`config.mk`:
```
export PLATFORM = sky130hd
export DESIGN_NAME = pipe_fetch
export DESIGN_NICKNAME = d
export VERILOG_FILES = /design/src/rtl/pipe_fetch_pkg.sv /design/src/rtl/pipe_fetch_ifid_reg.sv /design/src/rtl/pipe_fetch.sv
export SDC_FILE = /design/constraint.sdc
export NUM_CORES = 1
export LEC_CHECK = 0
export BUFFER_PORTS_ARGS = -buffer_cell sky130_fd_sc_hd__buf_2
export CAP_MARGIN = 5
export CORE_ASPECT_RATIO = 0.75
export CORE_MARGIN = 2
export CORE_UTILIZATION = 54
export CTS_BUF_LIST = sky130_fd_sc_hd__clkbuf_8
export CTS_CLUSTER_SIZE = 24
export DETAILED_ROUTE_END_ITERATION = 6
export PLACE_DENSITY = 0.9
export SYNTH_ARGS = -nofsm -noshare
export SYNTH_HDL_FRONTEND = slang
export SYNTH_SLANG_ARGS = --single-unit
export TNS_END_PERCENT = 1
```
`constraint.sdc`:
```
create_clock -name clk -period 3.1 [get_ports clk]
set_input_delay 0.31 -clock clk [delete_from_list [all_inputs] [get_ports clk]]
set_output_delay 0.31 -clock clk [all_outputs]
set_load 0.02 [all_outputs]
```
`src/rtl/pipe_fetch_pkg.sv`:
```
// rtl/pipe_fetch_pkg.sv - shared fetch-stage types and constants
package pipe_fetch_pkg;

  typedef enum logic [1:0] {
    IDLE  = 2'd0,
    FETCH = 2'd1,
    HOLD  = 2'd2,
    DRAIN = 2'd3
  } fetch_state_e;

  localparam int NOP_INS     = 0;
  localparam int DEF_PC_STEP = 4;

endpackage

```
`src/rtl/pipe_fetch_ifid_reg.sv`:
```
// rtl/pipe_fetch_ifid_reg.sv - IF/ID pipeline register with load and flush clear
module ifid_reg
  import pipe_fetch_pkg::*;
#(
  parameter int PC_W  = 8,
  parameter int INS_W = 32
) (
  input  logic             clk,
  input  logic             rst,
  input  logic             load,
  input  logic             clear,
  input  logic [INS_W-1:0] ins_in,
  input  logic [PC_W-1:0]  pc4_in,
  output logic [INS_W-1:0] ins,
  output logic [PC_W-1:0]  pc4,
  output logic             valid
);

  // Clear wins over load so a flush always leaves a bubble.
  always_ff @(posedge clk) begin
    if (!rst) begin
      ins   <= INS_W'(NOP_INS);
      pc4   <= '0;
      valid <= 1'b0;
    end else if (clear) begin
      ins   <= INS_W'(NOP_INS);
      pc4   <= '0;
      valid <= 1'b0;
    end else if (load) begin
      ins   <= ins_in;
      pc4   <= pc4_in;
      valid <= 1'b1;
    end
  end

endmodule

```
`src/rtl/pipe_fetch.sv`:
```
// rtl/pipe_fetch.sv - instruction fetch FSM with stall hold buffer and flush drain
module pipe_fetch
  import pipe_fetch_pkg::*;
#(
  parameter int PC_W    = 8,
  parameter int INS_W   = 32,
  parameter int PC_STEP = DEF_PC_STEP
) (
  input  logic             clk,
  input  logic             rst,
  input  logic [PC_W-1:0]  i_pc,
  input  logic             wpcir,
  input  logic             flush,
  output logic             imem_req,
  output logic [PC_W-1:0]  imem_addr,
  input  logic             imem_ack,
  input  logic [INS_W-1:0] imem_data,
  output logic [INS_W-1:0] o_ins,
  output logic [PC_W-1:0]  o_pc4,
  output logic             o_valid,
  output logic             pc_adv
);

  fetch_state_e     state_q, state_d;
  logic             req_d;
  logic [PC_W-1:0]  addr_d;
  logic [INS_W-1:0] hold_ins;
  logic [PC_W-1:0]  hold_pc4;
  logic             hold_ld, hold_clr;
  logic             ifid_ld, ifid_clr, ifid_from_hold;
  logic [PC_W-1:0]  addr_pc4;
  logic [INS_W-1:0] ifid_ins;
  logic [PC_W-1:0]  ifid_pc4;

  assign addr_pc4 = imem_addr + PC_W'(PC_STEP);
  assign ifid_ins = ifid_from_hold ? hold_ins : imem_data;
  assign ifid_pc4 = ifid_from_hold ? hold_pc4 : addr_pc4;

  always_comb begin
    state_d        = state_q;
    req_d          = imem_req;
    addr_d         = imem_addr;
    hold_ld        = 1'b0;
    hold_clr       = 1'b0;
    ifid_ld        = 1'b0;
    ifid_clr       = 1'b0;
    ifid_from_hold = 1'b0;
    pc_adv         = 1'b0;
    case (state_q)
      IDLE: begin
        if (flush) begin
          ifid_clr = 1'b1;
        end else begin
          addr_d  = i_pc;
          req_d   = 1'b1;
          state_d = FETCH;
        end
      end
      FETCH: begin
        if (flush) begin
          ifid_clr = 1'b1;
          if (imem_ack) begin
            req_d   = 1'b0;
            state_d = IDLE;
          end else begin
            state_d = DRAIN;
          end
        end else if (imem_ack) begin
          req_d = 1'b0;
          if (wpcir) begin
            ifid_ld = 1'b1;
            pc_adv  = 1'b1;
            state_d = IDLE;
          end else begin
            hold_ld = 1'b1;
            state_d = HOLD;
          end
        end
      end
      HOLD: begin
        if (flush) begin
          ifid_clr = 1'b1;
          hold_clr = 1'b1;
          state_d  = IDLE;
        end else if (wpcir) begin
          ifid_ld        = 1'b1;
          ifid_from_hold = 1'b1;
          pc_adv         = 1'b1;
          state_d        = IDLE;
        end
      end
      DRAIN: begin
        // The squashed word is still owed by memory; wait it out before redirecting.
        if (flush) begin
          ifid_clr = 1'b1;
        end else if (imem_ack) begin
          req_d   = 1'b0;
          state_d = IDLE;
        end
      end
      default: state_d = IDLE;
    endcase
  end

  always_ff @(posedge clk) begin
    if (!rst) begin
      state_q   <= IDLE;
      imem_req  <= 1'b0;
      imem_addr <= '0;
      hold_ins  <= '0;
      hold_pc4  <= '0;
    end else begin
      state_q   <= state_d;
      imem_req  <= req_d;
      imem_addr <= addr_d;
      if (hold_clr) begin
        hold_ins <= '0;
        hold_pc4 <= '0;
      end else if (hold_ld) begin
        hold_ins <= imem_data;
        hold_pc4 <= addr_pc4;
      end
    end
  end

  ifid_reg #(
    .PC_W  (PC_W),
    .INS_W (INS_W)
  ) u_ifid (
    .clk    (clk),
    .rst    (rst),
    .load   (ifid_ld),
    .clear  (ifid_clr),
    .ins_in (ifid_ins),
    .pc4_in (ifid_pc4),
    .ins    (o_ins),
    .pc4    (o_pc4),
    .valid  (o_valid)
  );

endmodule
```
Word level (Yosys, flattened, before mapping):

Index checks and enable logic that the tools add are counted.

* add/subtract/negate cells: 1
* eq/ne operators: 8
* muxes and demuxes: 29
* bitwise gates (word level): 2
* reduce and logical (&&, ||, !) cells: 8

Operator list (number)
* 32-bit 2-to-1 mux: 1
* 2-bit 2-to-1 mux: 9
* 1-bit 2-to-1 mux: 15
* 8-bit by 3-bit adder with 8-bit output, second input constant: 1
* 8-bit 2-to-1 mux: 1
* 2-bit case mux with 4 select lines: 1
* 2-bit inequality test, second input constant: 3
* 3-bit inequality test, second input constant: 2
* 5-bit AND reduction: 1
* 2-bit == test, second input constant: 2
* 2-bit OR reduction: 2
* 4-bit OR reduction: 1
* 1-bit case mux with 3 select lines: 1
* 3-bit AND reduction: 1
* 3-bit nonzero test: 1
* 2-bit by 1-bit == test with 1-bit output, second input constant: 1
* 2-bit logical NOT: 1
* 1-bit NOT: 2
* 1-bit case mux with 2 select lines: 1
* 2-bit AND reduction: 1

* flip-flop bits (word level): 92
* bits of input ports: 45
* output and inout port bits: 51
* word-level logic and storage cells: 56

Depth between registers and ports, before layout:

* depth after elaboration: 4
* mapped depth: 8

By module:

A second synthesis with hierarchy kept.

* cell total of the unflattened synthesis: 428
* area total of the unflattened synthesis: 4271.6 sq um

Modules (own cells, without submodules)
* pipe_fetch: instances 1, cells an instance 294, area each 2737.6 sq um, sequential area each 1021.0 sq um
* ifid_reg: instances 1, cells an instance 134, area each 1534.0 sq um, sequential area each 820.8 sq um

Least setup slack after synthesis:

Ideal clock, no wire load.

* path type: flip-flop to flip-flop
* start: register state_q[0]
* end: register u_ifid.ins[18]
* setup time: 0.089 ns
* arrival time: 1.562 ns
* path slack: 1.449 ns
* stages on the path, launching flop included: 9
* clock period less this slack: 1.651 ns
* cell sequence: dfxtp_1 -> inv_1 -> ha_1 -> a21oi_1 -> nand3b_4 -> inv_2 -> buf_4 -> buf_4 -> a311oi_2

* longest elaborated chain between the ends: 3

RTL lines
* from (decl): line pipe_fetch.sv:24 `fetch_state_e state_q, state_d;`
* from (signal assigned): line pipe_fetch.sv:113 `state_q <= state_d;`
* 2-bit == test: line pipe_fetch.sv:49 `case (state_q)`
* 1-bit 2-to-1 mux: line pipe_fetch.sv:49
* 32-bit 2-to-1 mux: line pipe_fetch.sv:36 `assign ifid_ins = ifid_from_hold ? hold_ins : imem_data;`
* to (signal assigned): line pipe_fetch_ifid_reg.sv:22 `ins <= INS_W'(NOP_INS);`
* to (signal assigned): line pipe_fetch_ifid_reg.sv:26 `ins <= INS_W'(NOP_INS);`
* to (signal assigned): line pipe_fetch_ifid_reg.sv:30 `ins <= ins_in;`
* to (decl): line pipe_fetch_ifid_reg.sv:14 `output logic [INS_W-1:0] ins,`

Several ways; a longest one is shown, not always the timed one.
A chain may end at the register's enable or synchronous reset.

Worst setup path after layout:

* start: register state_q[0]
* end: output pc_adv

* longest elaborated chain between the ends: 2

RTL lines
* 2-bit == test or 2-bit by 1-bit == test with 1-bit output (tied branches): line pipe_fetch.sv:49
* 1-bit case mux with 2 select lines (*): line pipe_fetch.sv:49
* to (decl): line pipe_fetch.sv:21 `output logic pc_adv`

Every way passes the cells marked *; elsewhere a longest branch is shown, timed or not.

==> results.md <==
- Fin Setup TNS: 0 ns
- FP Rows: 27
- Clock sinks: 92
- IO buf count: 95
- Max cap viols: 0
- Critical-path cell list: inv_1 > ha_1 > a21oi_1 > nand3b_4 > inv_2 > buf_2
- Reg2Reg Launch Point: state_q[0]$_SDFFE_PN0P_
- Per-cell routed wire length: about 14 um
- Most common cell after layout, fill and taps aside: nand2_1
- Longest Clk Path Bufs: 2
- Seq/Total Area, Yosys: about 45%
- Vias per inst: 5.345
- Worst EP arrival: ~1.8 ns
- Vias in the first global route: 3323
- Most frequent cells in the layout: nand2_1 (121), buf_2 (95), dfxtp_1 (92)
- Clk Tree Root Cell: clkbuf_8
- Diode count: 0
- Drt initial violations: about 230
- Nets: 599
- Bufs and invs on worst path: 3
- Post-cts gate resize count: 0
- Post-synthesis area per instance: roughly 8.7 um^2
- All-layer global routing usage: between 20% and 30%
- Top_reg_cell synth: dfxtp_1
- Clk Latency, worst-skew pair: 0.36 ns
- Clock transition at the registers of the reported paths: approximately 0.090 ns
- Die W: ~100 um
- Fin crit period: about 2.1 ns
- CTS tree: done
- Ys Warns: 0
- Peak VDD IR: 0.2772 mV
- Post-CTS Hold Fix Bufs: 0
- HP Start: i_pc[5]
- Total number of vias: about 3500
- CP delay by family, top: flip-flops
- Critical Path Source: state_q[0]$_SDFFE_PN0P_
- Final antenna-violating net count: 0
- Achievable Freq: approximately 0.47 GHz
- Worst-Margin Slew: roughly 0.94 ns
- Crit path max-delay cell type: dfxtp_1
- CTS Buf Count: 9
- WL final: ~9300 um
- Power per Cell Area: ~510 nW/um^2
- Synth Cell Area: 4130 um^2
- Overall power: roughly 0.0024 W
- DR pass1 iterations: 4
- Slew headroom: 36.97%
- Die area: 8372 um^2
- CP startpoint kind: flip-flop
- Crit. End Element: output pin
- Leakage power: approximately 1.9 nW
- GRT overflow: 0
- Routability congestion estimate: about 0.83
- Slowest stage delay, CP: about 0.46 ns
- Share of layout cells above drive strength 1: 32.97%
- Status: finished, final reports clean
- First-pass GRT wire length: 15360 um
- Tcrit/Tclk final: between 60% and 70%
- Net Count, Synth: roughly 520
- HP Class: primary input to flip-flop
- Core area: around 7400 um^2
- Initial antenna violation count: 0
- Synth async-reset ratio: 0%
- Count of final setup violators: 0
- Critical path required time: between 2 and 3 ns
- DRC viols: 0
- Clk_skew: between 0.009 and 0.01 ns
- Cells after Synth: around 470
- RSZ-0062 raised after global routing: false
- DP HPWL: 6510 um
- Max Fanout on Critical Path: 12
- CTS H-tree lvls: 3
- Largest net degree at the start of global routing: between 40 and 50
- Final hold viol count: 0
- Die height: approximately 80 um
- Critical path class: flip-flop to output pin
- I/O Pins: 96
- Yosys cell types: approximately 40
- Post CTS Setup Buffer Count: 0
- Number of synthesized register bits: slightly above 90
- Final Slew Violations: 0
- Area delta synth->final: 15.42%
- Number of synthesized flops with an enable pin: 0
- Initial Utilization: between 50% and 60%
- Final core occ: 64.73%
==> worst reg2reg max path: cells and delay by family (launching register included) <==
kind | cells | cell delay [ns]
AO/OA/AOI/OAI | 1 | 0.32
adder cells (fa/ha/maj) | 1 | 0.28
buffers and inverters | 2 | 0.44
flip-flops | 1 | 0.46
AND/OR/NAND/NOR | 2 | 0.52
==> per-layer routing <==
metal | GRT usage (%) | routed length [um] | up-vias
met4 | 8.667 | 134 | 0
met2 | 41.04 | 4549 | 100
met3 | 6.041 | 515 | 14
li1 | - | - | 1745
met1 | 26.42 | 4061 | 1631
met5 | 0 | 0 | -
==> through the flow <==
stage	hold WS, ns	setup WS, ns	instances	area, um^2
5_1_grt	0.1933	0.8215	653	4767
6_report	0.1907	0.9576	653	4767
2_1_floorplan	0.4275	1.449	473	4130
3_3_place_gp	0.4395	1.186	638	4529
4_1_cts	0.1763	0.9654	653	4767
3_5_place_dp	0.4472	1.010	638	4529
==> cell usage after synthesis, drive strengths merged (2+ instances only) <==
library cell | instances | area (um^2)
a211oi | 4 | 30.03
a311oi | 36 | 496.7
ha | 6 | 75.07
buf | 32 | 245.2
nand2 | 150 | 635.6
and3 | 2 | 12.51
o21ai | 3 | 15.01
dfxtp | 92 | 1842
o21a | 2 | 15.01
a21oi | 43 | 215.2
mux2i | 8 | 80.08
nand3b | 2 | 31.28
nor2b | 2 | 12.51
nor3 | 2 | 10.01
nand3 | 5 | 25.02
clkbuf | 5 | 18.77
xnor2 | 3 | 26.28
nor2 | 57 | 216.5
inv | 6 | 22.52
o211ai | 2 | 15.01
==> where the power goes <==
group	internal [W]	switching [W]
logic	0.0000908	0.000151
registers	0.00121	0.0000258
clock network	0.000532	0.000417
==> final timing paths <==
| check | slack [ns] | to | cells after the start |
|---|---|---|---|
| worst max-delay path | 0.96 | pc_adv | 6 |
| worst min-delay path | 0.19 | imem_addr[5]$_SDFFE_PN0P_ | 3 |
| worst max register to register | 0.99 | u_ifid.ins[22]$_SDFFE_PP0P_ | 6 |
| worst min register to register | 0.46 | u_ifid.pc4[4]$_SDFFE_PP0P_ | 2 |
==> kinds of logic after synthesis <==
logic type               count (synthesis)  share of synthesized area, %
AND/OR/NAND/NOR                        225                         23.78
AO/OA/AOI/OAI                           95                         20.08
flip-flops                              92                         44.59
buffers and inverters                   43                         6.937
multiplexers                             8                         1.939
adder cells (fa/ha/maj)                  6                         1.818
XOR/XNOR                                 4                        0.8484
==> state kept, by name, indices dropped and copies added, names as in the netlist <==
| register | cells |
|---|---|
| hold_pc4 | 8 |
| u_ifid.pc4 | 8 |
| imem_req | 1 |
| imem_addr | 8 |
| state_q | 2 |
| hold_ins | 32 |
| u_ifid.valid | 1 |
| u_ifid.ins | 32 |
==> final cells by class <==
cell class / instances / area (um^2)
well taps: 101 / 126.4
clock buffers: 9 / 123.9
repair buffers: 101 / 533.0
flip-flops and latches: 92 / 1842
fillers: 654 / 2597
multi-input cells: 338 / 2006
inverters: 6 / 22.52
clock inverters: 6 / 113.9
Note: power is estimated with default switching activity, not from simulation.
